==> src/rtl/riscv_pkg.sv <==
// riscv_pkg: opcodes, class bit indices, the decoded bundle and the reference decode function.
// imm and pc are XMAX wide; in XLEN=32 builds their upper 32 bits are zero.
package riscv_pkg;
  localparam int XMAX = 64;
  localparam logic [6:0] OPC_LOAD    = 7'b0000011;
  localparam logic [6:0] OPC_OPIMM   = 7'b0010011;
  localparam logic [6:0] OPC_AUIPC   = 7'b0010111;
  localparam logic [6:0] OPC_OPIMM32 = 7'b0011011;
  localparam logic [6:0] OPC_STORE   = 7'b0100011;
  localparam logic [6:0] OPC_OP      = 7'b0110011;
  localparam logic [6:0] OPC_LUI     = 7'b0110111;
  localparam logic [6:0] OPC_OP32    = 7'b0111011;
  localparam logic [6:0] OPC_BRANCH  = 7'b1100011;
  localparam logic [6:0] OPC_JALR    = 7'b1100111;
  localparam logic [6:0] OPC_JAL     = 7'b1101111;
  localparam int CLS_W = 11;
  typedef enum logic [3:0] {
    CLS_R, CLS_I, CLS_LOAD, CLS_S, CLS_B, CLS_JAL, CLS_JALR, CLS_LUI, CLS_AUIPC, CLS_OP32, CLS_OPIMM32
  } cls_e;
  typedef struct packed {
    logic [4:0]       rd;
    logic [4:0]       rs1;
    logic [4:0]       rs2;
    logic [2:0]       funct3;
    logic [6:0]       funct7;
    logic [XMAX-1:0]  imm;
    logic [CLS_W-1:0] cls;
    logic             illegal;
    logic [XMAX-1:0]  pc;
  } decoded_t;
  function automatic decoded_t decode_word(input logic [31:0] instr, input logic [XMAX-1:0] pc,
                                           input int xlen, input logic m_ext);
    decoded_t d;
    logic [31:0] imm;
    logic f7_ok;
    logic rv64;
    d = '0;
    imm = '0;
    d.rd = instr[11:7];
    d.funct3 = instr[14:12];
    d.rs1 = instr[19:15];
    d.rs2 = instr[24:20];
    d.funct7 = instr[31:25];
    d.pc = pc;
    rv64 = xlen == 64;
    f7_ok = instr[31:25] == 7'b0000000 || instr[31:25] == 7'b0100000 ||
            (m_ext && instr[31:25] == 7'b0000001);
    // every class opcode ends in 2'b11, so compressed encodings and the all-zero word fall to default
    case (instr[6:0])
      OPC_OP:      d.cls[CLS_R] = f7_ok;
      OPC_OP32:    d.cls[CLS_OP32] = rv64 && f7_ok;
      OPC_OPIMM:   begin d.cls[CLS_I] = 1'b1;           imm = {{20{instr[31]}}, instr[31:20]}; end
      OPC_LOAD:    begin d.cls[CLS_LOAD] = 1'b1;        imm = {{20{instr[31]}}, instr[31:20]}; end
      OPC_JALR:    begin d.cls[CLS_JALR] = 1'b1;        imm = {{20{instr[31]}}, instr[31:20]}; end
      OPC_OPIMM32: begin d.cls[CLS_OPIMM32] = rv64;     imm = {{20{instr[31]}}, instr[31:20]}; end
      OPC_STORE:   begin d.cls[CLS_S] = 1'b1;           imm = {{20{instr[31]}}, instr[31:25], instr[11:7]}; end
      OPC_BRANCH:  begin d.cls[CLS_B] = 1'b1;
                         imm = {{20{instr[31]}}, instr[7], instr[30:25], instr[11:8], 1'b0}; end
      OPC_LUI:     begin d.cls[CLS_LUI] = 1'b1;         imm = {instr[31:12], 12'b0}; end
      OPC_AUIPC:   begin d.cls[CLS_AUIPC] = 1'b1;       imm = {instr[31:12], 12'b0}; end
      OPC_JAL:     begin d.cls[CLS_JAL] = 1'b1;
                         imm = {{12{instr[31]}}, instr[19:12], instr[20], instr[30:21], 1'b0}; end
      default: ;
    endcase
    d.illegal = d.cls == '0;
    d.imm = d.illegal ? '0 : rv64 ? {{32{imm[31]}}, imm} : {32'b0, imm};
    return d;
  endfunction
endpackage

==> src/rtl/riscv_decode_core.sv <==
// riscv_decode_core: combinational instruction word + pc -> decoded bundle.
module riscv_decode_core
  import riscv_pkg::*;
#(
  parameter int XLEN  = 32,
  parameter bit M_EXT = 1
) (
  input  logic [31:0]     i_instr,
  input  logic [XLEN-1:0] i_pc,
  output decoded_t        o_dec
);
  logic [XMAX-1:0] w_pc;
  always_comb begin
    w_pc = '0;
    w_pc[XLEN-1:0] = i_pc;
  end
  always_comb o_dec = decode_word(i_instr, w_pc, XLEN, M_EXT);
endmodule

==> src/rtl/riscv_decode_stage.sv <==
// riscv_decode_stage: registered decode stage with valid/ready on both sides, optional skid, flush.
// The skid holds raw instr/pc; one decoder serves whichever of skid or input feeds the output register.
module riscv_decode_stage
  import riscv_pkg::*;
#(
  parameter int XLEN  = 32,
  parameter bit M_EXT = 1,
  parameter bit SKID  = 1
) (
  input  logic            clk,
  input  logic            rst_n,
  input  logic            flush,
  input  logic            in_valid,
  output logic            in_ready,
  input  logic [31:0]     in_instr,
  input  logic [XLEN-1:0] in_pc,
  output logic            out_valid,
  input  logic            out_ready,
  output decoded_t        out_dec
);
  logic            r_out_valid;
  logic            r_skid_valid;
  decoded_t        r_out;
  logic [31:0]     r_skid_instr;
  logic [XLEN-1:0] r_skid_pc;
  logic            w_in_fire;
  logic            w_out_open;
  logic            w_load_out;
  logic            w_load_skid;
  logic [31:0]     w_instr;
  logic [XLEN-1:0] w_pc;
  decoded_t        w_dec;
  assign in_ready    = SKID ? !r_skid_valid : (!r_out_valid || out_ready);
  assign w_in_fire   = in_valid && in_ready;
  assign w_out_open  = !r_out_valid || out_ready;
  assign w_load_out  = w_out_open && (r_skid_valid || w_in_fire);
  assign w_load_skid = SKID && !w_out_open && w_in_fire;
  // a held skid entry is older than anything on the input, so it always goes first
  assign w_instr     = r_skid_valid ? r_skid_instr : in_instr;
  assign w_pc        = r_skid_valid ? r_skid_pc : in_pc;
  assign out_valid   = r_out_valid;
  assign out_dec     = r_out;
  riscv_decode_core #(.XLEN(XLEN), .M_EXT(M_EXT)) u_core (
    .i_instr (w_instr),
    .i_pc    (w_pc),
    .o_dec   (w_dec)
  );
  always_ff @(posedge clk or negedge rst_n) begin
    if (!rst_n) begin
      r_out_valid  <= 1'b0;
      r_skid_valid <= 1'b0;
      r_out        <= '0;
      r_skid_instr <= '0;
      r_skid_pc    <= '0;
    end else if (flush) begin
      r_out_valid  <= 1'b0;
      r_skid_valid <= 1'b0;
    end else begin
      if (w_out_open) r_out_valid <= r_skid_valid || w_in_fire;
      if (w_load_out) r_out <= w_dec;
      r_skid_valid <= w_out_open ? 1'b0 : (r_skid_valid || w_load_skid);
      if (w_load_skid) begin
        r_skid_instr <= in_instr;
        r_skid_pc    <= in_pc;
      end
    end
  end
endmodule

==> config.mk <==
export PLATFORM = sky130hd
export DESIGN_NAME = riscv_decode_stage
export DESIGN_NICKNAME = d
export VERILOG_FILES = /design/src/rtl/riscv_pkg.sv /design/src/rtl/riscv_decode_core.sv /design/src/rtl/riscv_decode_stage.sv
export SDC_FILE = /design/constraint.sdc
export NUM_CORES = 1
export LEC_CHECK = 0
export BUFFER_PORTS_ARGS = -buffer_cell sky130_fd_sc_hd__buf_4
export CORE_MARGIN = 5
export CORE_UTILIZATION = 35
export DETAILED_ROUTE_END_ITERATION = 16
export PLACE_DENSITY = 0.69
export SLEW_MARGIN = 20
export SYNTH_ARGS = -nofsm -noshare
export SYNTH_HDL_FRONTEND = slang
export SYNTH_SLANG_ARGS = --single-unit
==> constraint.sdc <==
create_clock -name clk -period 4.3 [get_ports clk]
set_input_delay 0.43 -clock clk [delete_from_list [all_inputs] [get_ports clk]]
set_output_delay 0.43 -clock clk [all_outputs]
set_load 0.1 [all_outputs]
# Word level (Yosys, flattened, before mapping)
# Cells that the tools add are included.
# classes
n_eq_ne	12
muxes	17
bitwise	1
n_reduce_logical	18
# ops
cell	n
$pmux 32 s5	1
$mux 32	3
$eq 7x6->1 const B	4
$eq 7x5->1 const B	3
$eq 7x7->1 const B	3
$mux 1	13
$logic_not 11->1	1
$eq 7x1->1 const B	1
$eq 7x2->1 const B	1
$logic_not 7->1	1
$logic_or 1x1->1	5
$reduce_and 2->1	2
$reduce_or 4->1	1
$logic_and 1x1->1	3
$logic_not 1->1	3
$reduce_bool 2->1	1
$reduce_or 2->1	1
$not 1->1	1
# totals
regBits	197
input_bits	69

# Depth between registers and ports, before layout
# logic_depth
ltp_word	7
depth_mapped	9
depth_no_buf	5

# By module
# A second synthesis with hierarchy kept.
# unflattened
cells_unflattened	802
hier_area_um2	10951.8
# by_module_without_submodules
module	n_inst	cells_each	area_each_um2
riscv_decode_stage	1	564	9325.2
riscv_decode_core	1	238	1626.6

# Least setup slack after synthesis
# OpenSTA, ideal clock, no wires.
# synth_path
path_kind	register -> register
from	reg r_out_valid, in the netlist out_valid
to	reg r_out (netlist bit out_dec[70])
setup_time_ns	0.110
arrival_time_ns	2.435
path_slack_ns	1.754
stages_incl_launch_ff	8
n_path_buf	3
cell_sequence	dfrtp_1 > nor2b_1 > or3_1 > clkbuf_1 > buf_1 > buf_1 > nand2_1 > o41ai_1
# synth_between
elab_chain_len	4
# synth_lines
element	line_no	source
start: declaration	riscv_decode_stage.sv:21	logic r_out_valid;
start signal: assignment	riscv_decode_stage.sv:59	if (w_out_open) r_out_valid <= r_skid_valid || w_in_fire;
$logic_not 1->1	riscv_decode_stage.sv:35	assign w_out_open = !r_out_valid || out_ready;
$logic_or 1x1->1	riscv_decode_stage.sv:35	
$logic_and 1x1->1	riscv_decode_stage.sv:36	assign w_load_out = w_out_open && (r_skid_valid || w_in_fire);
$reduce_and 2->1 (no source line)	-	
end signal: assignment	riscv_decode_stage.sv:60	if (w_load_out) r_out <= w_dec;
end: declaration	riscv_decode_stage.sv:23	decoded_t r_out;
# Every way passes these cells.
# A chain may end at the register's enable or synchronous reset.

# Final worst setup path
# layout_path
from	reg r_skid_valid
to	reg r_out (netlist bit out_dec[98])
# layout_between
elab_chain_len	7
word_cells_on_any_way	35
classes_between	12 x eq/ne; 12 x mux; 11 x reduce/logical
# layout_lines
element	line_no	source
start: declaration	riscv_decode_stage.sv:22	logic r_skid_valid;
start signal: assignment	riscv_decode_stage.sv:61	r_skid_valid <= w_out_open ? 1'b0 : (r_skid_valid || w_load_skid);
$mux 32	riscv_decode_stage.sv:39	assign w_instr = r_skid_valid ? r_skid_instr : in_instr;
$eq 7x6->1 / $logic_not 7->1 (equally long branches)	riscv_pkg.sv:46	f7_ok = instr[31:25] == 7'b0000000 || instr[31:25] == 7'b0100000 ||
$logic_or 1x1->1 (2 in a row)	riscv_pkg.sv:46	
$mux 1	riscv_pkg.sv:49	case (instr[6:0])
$logic_not 11->1	riscv_pkg.sv:65	d.illegal = d.cls == '0;
$mux 32	riscv_pkg.sv:66	d.imm = d.illegal ? '0 : rv64 ? {{32{imm[31]}}, imm} : {32'b0, imm};
# Parallel ways exist; a longest one is shown, timed or not.

==> metrics.md <==
| Metric | Value |
|---|---|
| Port-buffer cells | `169` |
| Number of buffers inserted for hold repair after clock tree synthesis | `0` |
| Overall fraction of global-route tracks in use | `0.153` |
| Share of cells above drive strength 1 | `0.347` |
| Width of the die | `161 um` |
| Dominant synthesized flop cell | `sky130_fd_sc_hd__dfrtp_1` |
| Pin count of the biggest net entering global routing | `107` |
| Diode insertion count for antenna repair | `0` |
| Starting DRT DRC Count | `282` |
| Register area share after synthesis | `0.519` |
| Outcome | `finished, final reports clean` |
| Final setup violating endpoints | `0` |
| Resized Gates After CTS | `0` |
| Worst Path Max Fanout | `45` |
| Combinational family with the most area after synthesis | `multiplexers` |
| Remaining max-slew budget at the tightest pin | `0.298` |
| Starting density of the core | `0.354` |
| Kind of critical path | `reg -> reg` |
| Die ar. | `25900 um^2` |
| Cell count after placement | `1143` |
| Final total negative setup slack | `0 ns` |
| Final non-filler cell area | `9870 um^2` |
| Share of the clock period used by the worst path | `0.703` |
| Flop-to-flop setup slack | `1.28 ns` |
| Post-route non-filler standard cell count | `1175` |
| Worst-path clk slew | `0.07 ns` |
| Cell chosen for the clock root | `sky130_fd_sc_hd__clkbuf_16` |
| Final wirelength | `20.3 mm` |
| Unrepaired setup endpoints after global routing | `no` |
| Simple-gate area share of the yosys netlist | `0.108` |
| I/O pin count | `236` |
| Overall power of the completed layout | `5.17 mW` |
| Cell area after synthesis | `7960 um^2` |
| Complex-gate fraction of the synthesized area | `0.112` |
| Mux share of post-synthesis cell area | `0.168` |
| Endpoints failing hold | `0` |
| Mean number of vias per cell | `4.87` |
| Cell Area, Placed | `9230 um^2` |
| Number of library cell types mapped by synthesis | `61` |
| Number of H-tree branching levels | `4` |
| First-pass iteration count of the detailed router | `4` |
| Initial antenna violation count | `0` |
| Kind of start point of the critical path | `flip-flop` |
| Core Box Area | `22500 um^2` |
| Pwr Density | `524 nW/um^2` |
| Count of maximum capacitance violations | `0` |
| Fill cell count | `2105` |
| Worst flop-to-flop path startpoint | `r_skid_valid$_DFF_PN0_` |
| Post-synth EDFFs | `0` |
| Via count of the first global-routing pass | `5643` |
| Longest Clk Path Bufs | `2` |
| Global route overflow | `0` |
| Transition time of the tightest slew-check pin | `1.05 ns` |
| FF-to-FF path depth | `5` |
| Pre-CTS worst setup slack | `1.33 ns` |
| Total clock buffers created by CTS | `17` |
| Warnings, synthesis | `0` |
| Number of rows created at floorplan | `55` |
| Required @ worst endpoint | `4.62 ns` |
| Wire length of the first global-routing pass | `31.5 mm` |
| Worst setup skew after layout | `0.0128 ns` |
| Layout overhead on the synthesized area | `24.0%` |
| Weighted congestion at the end of routability-driven global placement | `0.836` |
| Cells after Synth | `726` |
| Number of vias in the routed layout | `5718` |
| Kind of capture point of the worst setup path | `flip-flop` |
| Util after Layout | `0.439` |
| Number of pins with negative max-slew slack in the final report | `0` |
| Leak pwr | `4.61 nW` |
| Min-delay worst type | `in -> async` |
| Average wire length per cell after detail routing | `17.3 um` |
| Final nets | `946` |
| Die extent in y | `161 um` |
| Post-detail-place hpwl | `14.1 mm` |
| Clock tree from TritonCTS | `done` |
| Detail Route Antenna Nets | `0` |
| Flops & latches, synth | `165` |
| Clock latency of the later-clocked register in the worst-skew pair | `0.43 ns` |
| Worst IR Drop VDD | `0.000279 V` |
| Asr flop ratio synth | `1.00` |
| Smallest hold slack | `0.0402 ns` |
| Destination of the worst register-to-register timing path | `out_dec[98]$_DFFE_PN0P_` |
| Fraction of synthesized cell area in xor and xnor cells | `0` |
| Adder-cell area share of the yosys netlist | `0` |
| Least setup slack across all paths after layout | `1.28 ns` |
| Post-CTS Setup Repair Bufs | `0` |
| Max frequency | `331 MHz` |
| Sinks on Clock Net | `165` |
| Critical Path AT | `3.35 ns` |
| Min cycle time layout | `3.02 ns` |
| Average cell area after synthesis | `11.0 um^2` |
| DRC violations left | `0` |
worst max path at each step:
stage	start	to	slack, ns	cells past startpoint
floorplan	out_valid$_DFFE_PN0P_	out_dec[70]$_DFFE_PN0P_	1.75	7
global placement	r_skid_valid$_DFF_PN0_	out_dec[96]$_DFFE_PN0P_	1.42	5
detailed placement	r_skid_valid$_DFF_PN0_	out_dec[99]$_DFFE_PN0P_	1.33	5
CTS	r_skid_valid$_DFF_PN0_	out_dec[98]$_DFFE_PN0P_	1.26	5
global route	r_skid_valid$_DFF_PN0_	out_dec[98]$_DFFE_PN0P_	1.02	5
finish	r_skid_valid$_DFF_PN0_	out_dec[98]$_DFFE_PN0P_	1.28	5
kinds of logic after synthesis:
group | count (synthesis)
simple gates | 191
compound gates | 127
mux | 124
flops | 165
other cells | 1
buf+inv | 118
synth_stat cells (2+ instances only):
cell                       number  area (um^2)
sky130_fd_sc_hd__a211o_1        2         17.5
sky130_fd_sc_hd__mux2_2        79          890
sky130_fd_sc_hd__inv_1          9         33.8
sky130_fd_sc_hd__nor3_1         5         25.0
sky130_fd_sc_hd__buf_2         13         65.1
sky130_fd_sc_hd__nand4_1        4         25.0
sky130_fd_sc_hd__o21ai_1        4         20.0
sky130_fd_sc_hd__or2_1          2         12.5
sky130_fd_sc_hd__nand2_1      133          499
sky130_fd_sc_hd__a22o_1         4         35.0
sky130_fd_sc_hd__buf_4         71          533
sky130_fd_sc_hd__nand3_2        4         40.0
sky130_fd_sc_hd__o31ai_1        7         52.6
sky130_fd_sc_hd__o211ai_1      28          210
sky130_fd_sc_hd__clkbuf_1      20         75.1
sky130_fd_sc_hd__nand3b_1       3         22.5
sky130_fd_sc_hd__mux2i_1       45          450
sky130_fd_sc_hd__o22ai_1        3         18.8
sky130_fd_sc_hd__nand2b_1       2         12.5
sky130_fd_sc_hd__a21oi_1        6         30.0
sky130_fd_sc_hd__nor2_1        13         48.8
sky130_fd_sc_hd__or3_1          2         12.5
sky130_fd_sc_hd__o21ai_2        4         35.0
sky130_fd_sc_hd__dfrtp_1      165         4130
sky130_fd_sc_hd__o221ai_1       2         17.5
sky130_fd_sc_hd__nand3_1        8         40.0
sky130_fd_sc_hd__nor3b_1        3         22.5
sky130_fd_sc_hd__buf_1          4         15.0
sky130_fd_sc_hd__o21ai_0       48          240
sky130_fd_sc_hd__a222oi_1       2         20.0
layout by cell type (no fill, tap or decap), drive strengths merged, types with 2 or more instances in the layout:
cell,netlist,final
a21oi,7,7
dfrtp,165,165
or3,2,2
mux2i,45,45
and2,3,3
o221ai,3,3
a22o,5,5
clkbuf,20,18
clkinv,0,5
nand3,12,12
mux2,79,79
o211ai,29,29
a2111oi,3,3
a211o,2,2
nor3b,3,3
o22ai,3,3
conb,1,66
buf,89,176
a222oi,2,2
nand2b,2,2
nor2,13,13
o31ai,7,7
bufinv,0,4
inv,9,13
o21ai,56,56
or3b,2,2
nand4,4,4
or2,2,2
nand3b,3,3
nand2,133,133
nor3,6,6
report_power, final:
group          internal (mW)  total [mW]  switching [mW]
Sequential              1.80        1.95           0.149
Clock                  0.996        1.65           0.651
Combinational          0.352        1.57            1.22
routing by layer:
metal,up-vias,routed length [um],global-route usage,part of all wire
met5,-,0,0,0
met4,0,348,0.0523,0.017
met2,168,9710,0.244,0.48
met3,21,1170,0.0395,0.058
met1,2815,9090,0.205,0.45
li1,2714,-,-,-
state kept, by name, summed over array words and instances (netlist names):
name,count
out_dec,99
r_skid_instr,32
r_skid_pc,32
out_valid,1
r_skid_valid,1
worst max-delay path: stages (launching register included):
cell and delay (ns):
sky130_fd_sc_hd__dfrtp_4 0.76, sky130_fd_sc_hd__nor2_1 0.21, sky130_fd_sc_hd__or3_4 0.56, sky130_fd_sc_hd__a211oi_2 0.61
sky130_fd_sc_hd__o21ai_1 0.45, sky130_fd_sc_hd__o211ai_1 0.32
cell type report:
| type | instances | area [um^2] | area share |
|---|---|---|---|
| Tap cell | 285 | 357 | 0.0361 |
| Timing Repair Buffer | 176 | 1340 | 0.136 |
| Multi-Input combinational cell | 508 | 3370 | 0.342 |
| Clock buffer | 18 | 439 | 0.0445 |
| Sequential cell | 165 | 4130 | 0.419 |
| Inverter | 9 | 33.8 | 0.00342 |
| Clock inverter | 14 | 199 | 0.0202 |
No activity file was read; power rests on OpenSTA's default activity.
